File: config.mk
export PLATFORM = sky130hd
export DESIGN_NAME = mem_master
export DESIGN_NICKNAME = d
export VERILOG_FILES = /design/src/rtl/mem_master_pkg.sv /design/src/rtl/mem_master_pc_reg.sv /design/src/rtl/mem_master.sv
export SDC_FILE = /design/constraint.sdc
export NUM_CORES = 1
export LEC_CHECK = 0
export ABC_CLOCK_PERIOD_IN_PS = 2400
export CORE_AREA = 2 2 71 73
export DETAILED_ROUTE_END_ITERATION = 6
export DIE_AREA = 0 0 73 75
export GPL_ROUTABILITY_DRIVEN = 0
export PLACE_DENSITY = 0.84
export SLEW_MARGIN = 10
export SYNTH_ARGS = -nofsm -noshare
export SYNTH_HDL_FRONTEND = slang
export SYNTH_SLANG_ARGS = --single-unit
export TNS_END_PERCENT = 30
File: constraint.sdc
create_clock -name clk -period 2.4 [get_ports clk]
set_input_delay 0.36 -clock clk [delete_from_list [all_inputs] [get_ports clk]]
set_output_delay 0.36 -clock clk [all_outputs]
set_load 0.1 [all_outputs]
File: src/rtl/mem_master_pkg.sv
// mem_master_pkg: shared widths and enumerations for the mem_master bus
// initiator and its PC sub-module.
//   ADDR_W / DATA_W : memory address and data widths
//   state_e         : access FSM states (IDLE, ACCESS, RESP)
//   kind_e          : kind of the access in flight (FETCH, DATA)
package mem_master_pkg;

  localparam int ADDR_W = 8;
  localparam int DATA_W = 8;

  typedef enum logic [1:0] {
    IDLE   = 2'd0,
    ACCESS = 2'd1,
    RESP   = 2'd2
  } state_e;

  typedef enum logic {
    FETCH = 1'b0,
    DATA  = 1'b1
  } kind_e;

endpackage

File: src/rtl/mem_master_pc_reg.sv
// pc_reg: program counter for mem_master.
//   clk, rst_n    : clock, synchronous active-low reset (PC -> RESET_PC)
//   load/load_val : jump request; has priority over the fetch increment
//   fetch_access  : a fetch is in its ACCESS cycle
//   fetch_resp    : a fetch is in its RESP cycle (increment point)
//   pc            : current program counter
//   squash        : a jump is killing the fetch in flight this cycle
module pc_reg
  import mem_master_pkg::*;
#(
  parameter logic [ADDR_W-1:0] RESET_PC = 8'h00
) (
  input  logic              clk,
  input  logic              rst_n,
  input  logic              load,
  input  logic [ADDR_W-1:0] load_val,
  input  logic              fetch_access,
  input  logic              fetch_resp,
  output logic [ADDR_W-1:0] pc,
  output logic              squash
);

  logic [ADDR_W-1:0] pc_r;
  // Remembers a jump taken during ACCESS so the following RESP does not
  // increment the freshly loaded target.
  logic              squashed_r;

  assign pc     = pc_r;
  assign squash = load & (fetch_access | fetch_resp);

  // PC update: load wins over increment; increment wraps modulo 256.
  always_ff @(posedge clk) begin
    if (!rst_n) begin
      pc_r       <= RESET_PC;
      squashed_r <= 1'b0;
    end else begin
      squashed_r <= load & fetch_access;
      if (load) begin
        pc_r <= load_val;
      end else if (fetch_resp && !squashed_r) begin
        pc_r <= pc_r + 8'd1;
      end else begin
        pc_r <= pc_r;
      end
    end
  end

endmodule

File: src/rtl/mem_master.sv
// mem_master: bus initiator for the unified instruction/data memory.
// Serialises instruction fetches and data loads/stores onto one memory port
// with a three-state FSM (IDLE -> ACCESS -> RESP); data beats fetch in IDLE.
//   clk, rst_n                     : clock, synchronous active-low reset
//   fetch_req / instr_valid, instr : fetch request and response
//   pc, pc_load, pc_load_val       : program counter and jump
//   d_valid, d_we, d_addr, d_wdata : data request, accepted on d_ready
//   d_rsp_valid, d_rdata           : data response
//   wr_fault                       : protected store was dropped
//   mem_addr, mem_wdata, mem_rw    : registered memory port
//   mem_rdata                      : combinational memory read data
// Optional feature macro: MEM_MASTER_WPROT_EN -- when defined, stores below
// PROT_TOP are acknowledged but never written and flagged on wr_fault.
module mem_master
  import mem_master_pkg::*;
#(
  parameter logic [ADDR_W-1:0] RESET_PC = 8'h00,
  parameter logic [ADDR_W-1:0] PROT_TOP = 8'h10
) (
  input  logic              clk,
  input  logic              rst_n,
  input  logic              fetch_req,
  output logic              instr_valid,
  output logic [DATA_W-1:0] instr,
  output logic [ADDR_W-1:0] pc,
  input  logic              pc_load,
  input  logic [ADDR_W-1:0] pc_load_val,
  input  logic              d_valid,
  input  logic              d_we,
  input  logic [ADDR_W-1:0] d_addr,
  input  logic [DATA_W-1:0] d_wdata,
  output logic              d_ready,
  output logic              d_rsp_valid,
  output logic [DATA_W-1:0] d_rdata,
  output logic              wr_fault,
  output logic [ADDR_W-1:0] mem_addr,
  output logic [DATA_W-1:0] mem_wdata,
  output logic              mem_rw,
  input  logic [DATA_W-1:0] mem_rdata
);

  state_e            state_r;
  kind_e             kind_r;
  logic              we_r;
  logic              fault_r;
  logic [ADDR_W-1:0] mem_addr_r;
  logic [DATA_W-1:0] mem_wdata_r;
  logic              mem_rw_r;
  logic [DATA_W-1:0] instr_r;
  logic              instr_valid_r;
  logic [DATA_W-1:0] d_rdata_r;
  logic              d_rsp_valid_r;
  logic              wr_fault_r;

  logic              prot_hit_s;
  logic              fetch_access_s;
  logic              fetch_resp_s;
  logic              squash_s;
  logic [ADDR_W-1:0] pc_s;

`ifdef MEM_MASTER_WPROT_EN
  assign prot_hit_s = d_we & (d_addr < PROT_TOP);
`else
  // Protection compiled out: no store is ever blocked, so wr_fault stays 0.
  logic unused_prot_top_s;
  assign unused_prot_top_s = ^PROT_TOP;
  assign prot_hit_s        = 1'b0;
`endif

  assign fetch_access_s = (state_r == ACCESS) && (kind_r == FETCH);
  assign fetch_resp_s   = (state_r == RESP) && (kind_r == FETCH);

  pc_reg #(
    .RESET_PC (RESET_PC)
  ) u_pc_reg (
    .clk          (clk),
    .rst_n        (rst_n),
    .load         (pc_load),
    .load_val     (pc_load_val),
    .fetch_access (fetch_access_s),
    .fetch_resp   (fetch_resp_s),
    .pc           (pc_s),
    .squash       (squash_s)
  );

  assign pc          = pc_s;
  assign d_ready     = (state_r == IDLE);
  assign instr       = instr_r;
  // A jump arriving during RESP still kills the pending instr_valid pulse.
  assign instr_valid = instr_valid_r & ~squash_s;
  assign d_rdata     = d_rdata_r;
  assign d_rsp_valid = d_rsp_valid_r;
  assign wr_fault    = wr_fault_r;
  assign mem_addr    = mem_addr_r;
  assign mem_wdata   = mem_wdata_r;
  // Gating with rst_n keeps a store cut by reset from writing on that edge.
  assign mem_rw      = mem_rw_r & rst_n;

  // Access FSM with the memory-port and response registers.
  always_ff @(posedge clk) begin
    if (!rst_n) begin
      state_r       <= IDLE;
      kind_r        <= FETCH;
      we_r          <= 1'b0;
      fault_r       <= 1'b0;
      mem_addr_r    <= 8'h00;
      mem_wdata_r   <= 8'h00;
      mem_rw_r      <= 1'b0;
      instr_r       <= 8'h00;
      instr_valid_r <= 1'b0;
      d_rdata_r     <= 8'h00;
      d_rsp_valid_r <= 1'b0;
      wr_fault_r    <= 1'b0;
    end else begin
      instr_valid_r <= 1'b0;
      d_rsp_valid_r <= 1'b0;
      wr_fault_r    <= 1'b0;
      case (state_r)
        IDLE: begin
          if (d_valid) begin
            mem_addr_r  <= d_addr;
            mem_wdata_r <= d_wdata;
            mem_rw_r    <= d_we & ~prot_hit_s;
            we_r        <= d_we;
            fault_r     <= prot_hit_s;
            kind_r      <= DATA;
            state_r     <= ACCESS;
          end else if (fetch_req) begin
            mem_addr_r  <= pc_s;
            mem_rw_r    <= 1'b0;
            we_r        <= 1'b0;
            fault_r     <= 1'b0;
            kind_r      <= FETCH;
            state_r     <= ACCESS;
          end else begin
            state_r     <= IDLE;
          end
        end
        ACCESS: begin
          mem_rw_r <= 1'b0;
          state_r  <= RESP;
          if (kind_r == DATA) begin
            if (!we_r) begin
              d_rdata_r <= mem_rdata;
            end
            d_rsp_valid_r <= 1'b1;
            wr_fault_r    <= fault_r;
          end else if (!squash_s) begin
            instr_r       <= mem_rdata;
            instr_valid_r <= 1'b1;
          end
        end
        RESP: begin
          state_r <= IDLE;
        end
        default: begin
          state_r  <= IDLE;
          mem_rw_r <= 1'b0;
        end
      endcase
    end
  end

endmodule

==> results of run 1 <==
[kinds of logic after synthesis]
| kind of cell | Yosys count | synth area share |
|---|---|---|
| DFF | 48 | 0.455 |
| buffers and inverters | 19 | 0.0450 |
| and+or+nand+nor | 79 | 0.217 |
| muxes | 24 | 0.114 |
| xor gates and xnor gates | 2 | 0.00830 |
| other | 1 | 0.00178 |
| adders and majority gates | 1 | 0.00593 |
| AOI/OAI and AO/OA | 44 | 0.153 |
[layer usage]
layer | GRT usage | up-vias
met4 | 0.0864 | 0
met1 | 0.253 | 871
met3 | 0.0375 | 8
li1 | - | 930
met2 | 0.310 | 44
met5 | 0 | -
[path summary, 6_finish.rpt]
path                    from              to  slack (ps)
setup reg to reg  state_r[1]  u_pc_reg.pc[5]         450
hold reg to reg     instr[2]        instr[2]         470
hold / removal      instr[2]        instr[2]         470
setup / recovery     pc_load     instr_valid         430
[critical path: stages]
cell and delay [ps]:
clkdlybuf4s50_1 650, inv_1 100, o31a_1 320, buf_12 180
[synthesized netlist by cell type, drive strengths merged, types with 3 or more instances]
cell type  instances
nor2b             17
nor2               3
nor3               3
mux2i             24
a31oi              4
buf                7
o211a              8
a21boi            11
dfxtp             48
o21ai             10
nand3             12
nand2             20
and2               3
clkbuf            11
[final cells by class]
| type | count | area [µm²] |
|---|---|---|
| Multi-Input combinational cell | 151 | 1070 |
| Inverter | 1 | 3.75 |
| Clock inverter | 1 | 30.0 |
| Sequential cell | 48 | 961 |
| Fill cell | 366 | 1630 |
| Timing Repair Buffer | 90 | 806 |
| Tap cell | 54 | 67.6 |
| Clock buffer | 7 | 96.3 |
[power groups by stage]
stage / combinational [mW] / clock (mW) / sequential [mW]
4_1_cts: 0.671 / 0.642 / 0.895
2_1_floorplan: 0.187 / 0 / 1.20
6_report: 0.667 / 0.625 / 0.895
5_1_grt: 0.698 / 0.663 / 0.903
3_5_place_dp: 0.670 / 0 / 0.912
3_3_place_gp: 0.662 / 0 / 0.912
[stage by stage]
stage / util / power [mW] / setup WS, ps / cells / instance area (µm²)
global placement: 0.623 / 1.57 / 394 / 344 / 2900
floorplan: - / 1.39 / 342 / 218 / 2110
global route: 0.650 / 2.27 / 348 / 352 / 3030
detailed placement: 0.623 / 1.58 / 339 / 344 / 2900
CTS: 0.650 / 2.21 / 428 / 352 / 3030
finish: 0.650 / 2.19 / 428 / 352 / 3030
==> key figures, run 1 <==
Run status
  – Run status: completed

STA
  – Fin crit share: 0.822
  – Final max-slew violation count: 0
  – Skew final: 4.95 ps
  – Setup violations, final: 0
  – Hold slack: 466 ps
  – Slew HR: 0.421
  – Fin crit period: 1970 ps
  – Unrepaired setup endpoints after global routing: no
  – Fmax: 507 MHz
  – Hold Violations, Final: 0
  – Setup TNS Final: 0 ps
  – Worst-Margin Slew: 862 ps

Clock tree
  – Clk slew on worst S/H paths: 80 ps
  – CTS Sinks: 48
  – CTS tree: built
  – # hold bufs at CTS: 0
  – Setup bufs post-CTS: 0
  – Post_cts resized: 0
  – Clk_lat worst skew: 290 ps
  – Clk buf depth: 2
  – Num CTS Buffers: 5
  – Root Buffer Master: clkbuf_8
  – Htree depth: 2

Routing
  – Metal-1 WL: 2280 µm
  – Antenna viol nets, final: 0
  – DRT Wirelength: 5060 µm
  – Met3 WL: 195 µm
  – WL met2: 2510 µm
  – WL per Instance: 14.4 µm
  – Initial DRC Count: 167
  – Pre-Repair DR Iteration Count: 4
  – DRC Markers: 0
  – DR vias: 1853
  – Vias per inst: 5.26
  – Top sig layer: met4

Yosys
  – Dominant synthesized flop cell: dfxtp_1
  – Mapped cell area: 2110 µm²
  – Synth top area share: 0.455
  – Yosys top cell by area: dfxtp_1
  – Seq cells post-synth: 48
  – Warning count from the yosys run: 0
  – Asr flop ratio synth: 0
  – Synth Instances: 218
  – Syn avg cell area: 9.68 µm²
  – Synth unique cells: 44
  – Top post-synthesis cells by area: dfxtp_1, mux2i_1, nor2b_1
  – Post-synth EDFFs: 0
  – Syn nets: 257
  – Sequential fraction of the synthesis area: 0.455

Die
  – Die Ht: 75 µm
  – Die ar.: 5480 µm²
  – Die outline width: 73 µm
  – IO Pins: 83
  – Core Footprint: 4660 µm²
  – Starting density of the core: 0.453
  – Rows: 25

Power
  – Max VDD drop: 0.000443 V
  – Clock share of power: 0.286
  – Switching part of the total power: 0.351
  – Internal power: 1.42 mW
  – LEAKAGE: 1.29 nW
  – Combinational share of power: 0.305
  – Cell Pwr Density: 722 nW/µm²
  – Sw power: 0.767 mW
  – Power share of the sequential group: 0.409

GRT
  – Initial antenna violation count: 0
  – First-pass GRT wire length: 8200 µm
  – Vias in the first global route: 1723
  – Congestion Overflow GR: 0
  – Largest net degree at the start of global routing: 43
  – Tot GR Track Use: 0.193

Critical path
  – Reg2Reg Depth: 3
  – CP Capture Type: output port
  – CP Class: in2out
  – Crit path required time: 2040 ps
  – CP Data Arrival Time: 1610 ps
  – Crit start category: input pin
  – Crit-path max FO: 9

Cells and area
  – Most frequent cells in the layout: buf_4, dfxtp_1, clkdlybuf4s50_1, mux2i_1, nand2_1
  – Most common cell after layout, fill and taps aside: buf_4
  – Fraction of layout cells with a size suffix above 1: 0.232
  – Net count, final: 336
  – Area growth syn-to-layout: 43.6%
  – Antenna fix cells: 0

Worst hold path
  – Worst hold path class: reg2reg
  – WHS Path Cells: 2

Job
  – Max-cap violations: 0

Place
  – Port bufs: 81
  – Post-DP HPWL: 3740 µm
(Power assumes the default switching activity.)
==> run 2, diff against run 1 <==
--- a/config.mk
+++ b/config.mk
@@ -5,12 +5,12 @@
 export SDC_FILE = /design/constraint.sdc
 export NUM_CORES = 1
 export LEC_CHECK = 0
-export ABC_CLOCK_PERIOD_IN_PS = 2400
-export CORE_AREA = 2 2 71 73
+export ABC_CLOCK_PERIOD_IN_PS = 1940
+export CORE_AREA = 2 2 74 76
 export DETAILED_ROUTE_END_ITERATION = 6
-export DIE_AREA = 0 0 73 75
+export DIE_AREA = 0 0 76 78
 export GPL_ROUTABILITY_DRIVEN = 0
-export PLACE_DENSITY = 0.84
+export PLACE_DENSITY = 0.79
 export SLEW_MARGIN = 10
 export SYNTH_ARGS = -nofsm -noshare
 export SYNTH_HDL_FRONTEND = slang
==> constraint.sdc (replaced) <==
create_clock -name clk -period 1.94 [get_ports clk]
set_input_delay 0.291 -clock clk [delete_from_list [all_inputs] [get_ports clk]]
set_output_delay 0.291 -clock clk [all_outputs]
set_load 0.1 [all_outputs]
==> key figures, run 2 (synthesis gave the netlist of run 1 again) <==
Clock tree
  – CTS Sinks: 48 (unchanged)
  – Root Buffer Master: clkbuf_8
  – Clk buf depth: 2 (unchanged)
  – Clk slew on worst S/H paths: 80 ps (about the same)
  – Post_cts resized: 0 (unchanged)
  – CTS tree: built
  – # hold bufs at CTS: 0 (unchanged)
  – Clk_lat worst skew: 290 ps (about the same)
  – Htree depth: 2 (unchanged)
  – Num CTS Buffers: 5 (unchanged)
  – Setup bufs post-CTS: 0 (unchanged)

Cells and area
  – Net count, final: 338 (+0.60%)
  – Fraction of layout cells with a size suffix above 1: 0.233 (+0.00179)
  – Reg area: 961 µm² (unchanged)
  – Most frequent cells in the layout: buf_4, dfxtp_1, clkdlybuf4s50_1, mux2i_1, nand2_1
  – Antenna fix cells: 0 (unchanged)
  – Most common cell after layout, fill and taps aside: buf_4
  – Final core utilization: 0.607 (-0.0435)
  – Multi-input logic area: 1070 µm² (unchanged)
  – Number of fill cells: 442 (+21%)
  – Area growth syn-to-layout: 44.9%

STA
  – Fin crit share: 0.902
  – Fmax: 572 MHz
  – Worst-Margin Slew: 790 ps (-71.9 ps)
  – Unrepaired setup endpoints after global routing: no
  – Skew final: 4.27 ps (-0.682 ps)
  – Setup violations, final: 0 (unchanged)
  – Hold slack: 466 ps (+0.829 ps)
  – Slew HR: 0.469 (+0.0483)
  – Fin crit period: 1750 ps
  – Hold Violations, Final: 0 (unchanged)
  – Final max-slew violation count: 0 (unchanged)

Critical path
  – CP Class: in2out
  – CP Data Arrival Time: 1460 ps (-150 ps)
  – Crit start category: input pin
  – Crit path required time: 1650 ps (-390 ps)
  – Crit-path max FO: 49 (+40)
  – CP Capture Type: output port
  – Reg2Reg Depth: 3 (unchanged)

Routing
  – Vias per inst: 5.00 (-5.0%)
  – Initial DRC Count: 88 (-47%)
  – WL per Instance: 14.0 µm (-2.5%)
  – Antenna viol nets, final: 0 (unchanged)
  – DR vias: 1851 (-0.11%)
  – DRT Wirelength: 5190 µm (+2.5%)
  – Pre-Repair DR Iteration Count: 4 (unchanged)
  – DRC Markers: 0 (unchanged)

Power
  – LEAKAGE: 1.29 nW (+0.46%)
  – Power share of the sequential group: 0.415 (+0.006)
  – Max VDD drop: 0.000560 V (+26%)
  – Internal power: 1.69 mW (+19%)
  – Switching part of the total power: 0.359 (+0.00885)
  – Clock share of power: 0.265 (-0.021)
  – Cell Pwr Density: 863 nW/µm² (+20%)
  – Sw power: 0.949 mW (+24%)
  – Combinational share of power: 0.320 (+0.015)

Place
  – Port bufs: 81 (unchanged)
  – Post-DP HPWL: 3800 µm (+1.5%)

GRT
  – Initial antenna violation count: 0 (unchanged)
  – Tot GR Track Use: 0.174 (-0.0193)
  – Largest net degree at the start of global routing: 50 (+16%)
  – First-pass GRT wire length: 8240 µm (+0.41%)
  – Vias in the first global route: 1730 (+0.41%)
  – Congestion Overflow GR: 0 (unchanged)

Die
  – Rows: 26 (+4.0%)
  – Die ar.: 5930 µm² (+8.3%)
  – Die outline width: 76 µm (+4.1%)
  – Core Footprint: 5040 µm² (+8.2%)
  – IO Pins: 83 (unchanged)
  – Starting density of the core: 0.419 (-0.0343)
  – Die Ht: 78 µm (+4.0%)

Job
  – Max-cap violations: 0 (unchanged)

Worst hold path
  – Worst hold path class: reg2reg
  – WHS Path Cells: 2 (unchanged)

Run status
  – Run status: completed
## run 2: metal layers
layer,up-vias,track usage,wire [µm]
met3,2,0.0419,175
met2,40,0.289,2590
met5,-,0,0
met1,878,0.220,2380
li1,931,-,-
met4,0,0.0636,41
## run 2: worst paths after layout
check | from | endpoint | slack (ps)
max | rst_n | mem_rw | 190
min | instr[7] | instr[7] | 470
min reg2reg | instr[7] | instr[7] | 470
max reg2reg | kind_r | u_pc_reg.pc[5] | 290
## run 2: cell type report
| class | count | area share |
|---|---|---|
| Sequential cell | 48 | 0.314 |
| Multi-Input combinational cell | 151 | 0.348 |
| Inverter | 1 | 0.00123 |
| Clock buffer | 6 | 0.0237 |
| Clock inverter | 2 | 0.0115 |
| Timing Repair Buffer | 92 | 0.272 |
| Tap cell | 70 | 0.0286 |
## run 2: per-stage QoR
step                setup slack, ps  cells  TNS (ps)  instance area, µm²  total power, mW
floorplan                     -89.2    218      -170                2110             1.72
global placement                100    362         0                2950             1.96
detailed placement             73.5    362         0                2950             1.96
CTS                             194    370         0                3060             2.67
global route                    142    370         0                3060             2.75
finish                          191    370         0                3060             2.64
## run 2: power groups by stage
stage / clock network, mW / logic (mW) / registers (mW)
CTS: 0.724 / 0.848 / 1.09
global placement: 0 / 0.839 / 1.12
global route: 0.769 / 0.880 / 1.11
finish: 0.700 / 0.845 / 1.10
floorplan: 0 / 0.232 / 1.49
detailed placement: 0 / 0.846 / 1.12
## run 2: worst max-delay path, stage by stage
cell and delay (ps):
clkdlybuf4s50_1 540, buf_12 220, and2_1 200, buf_12 180
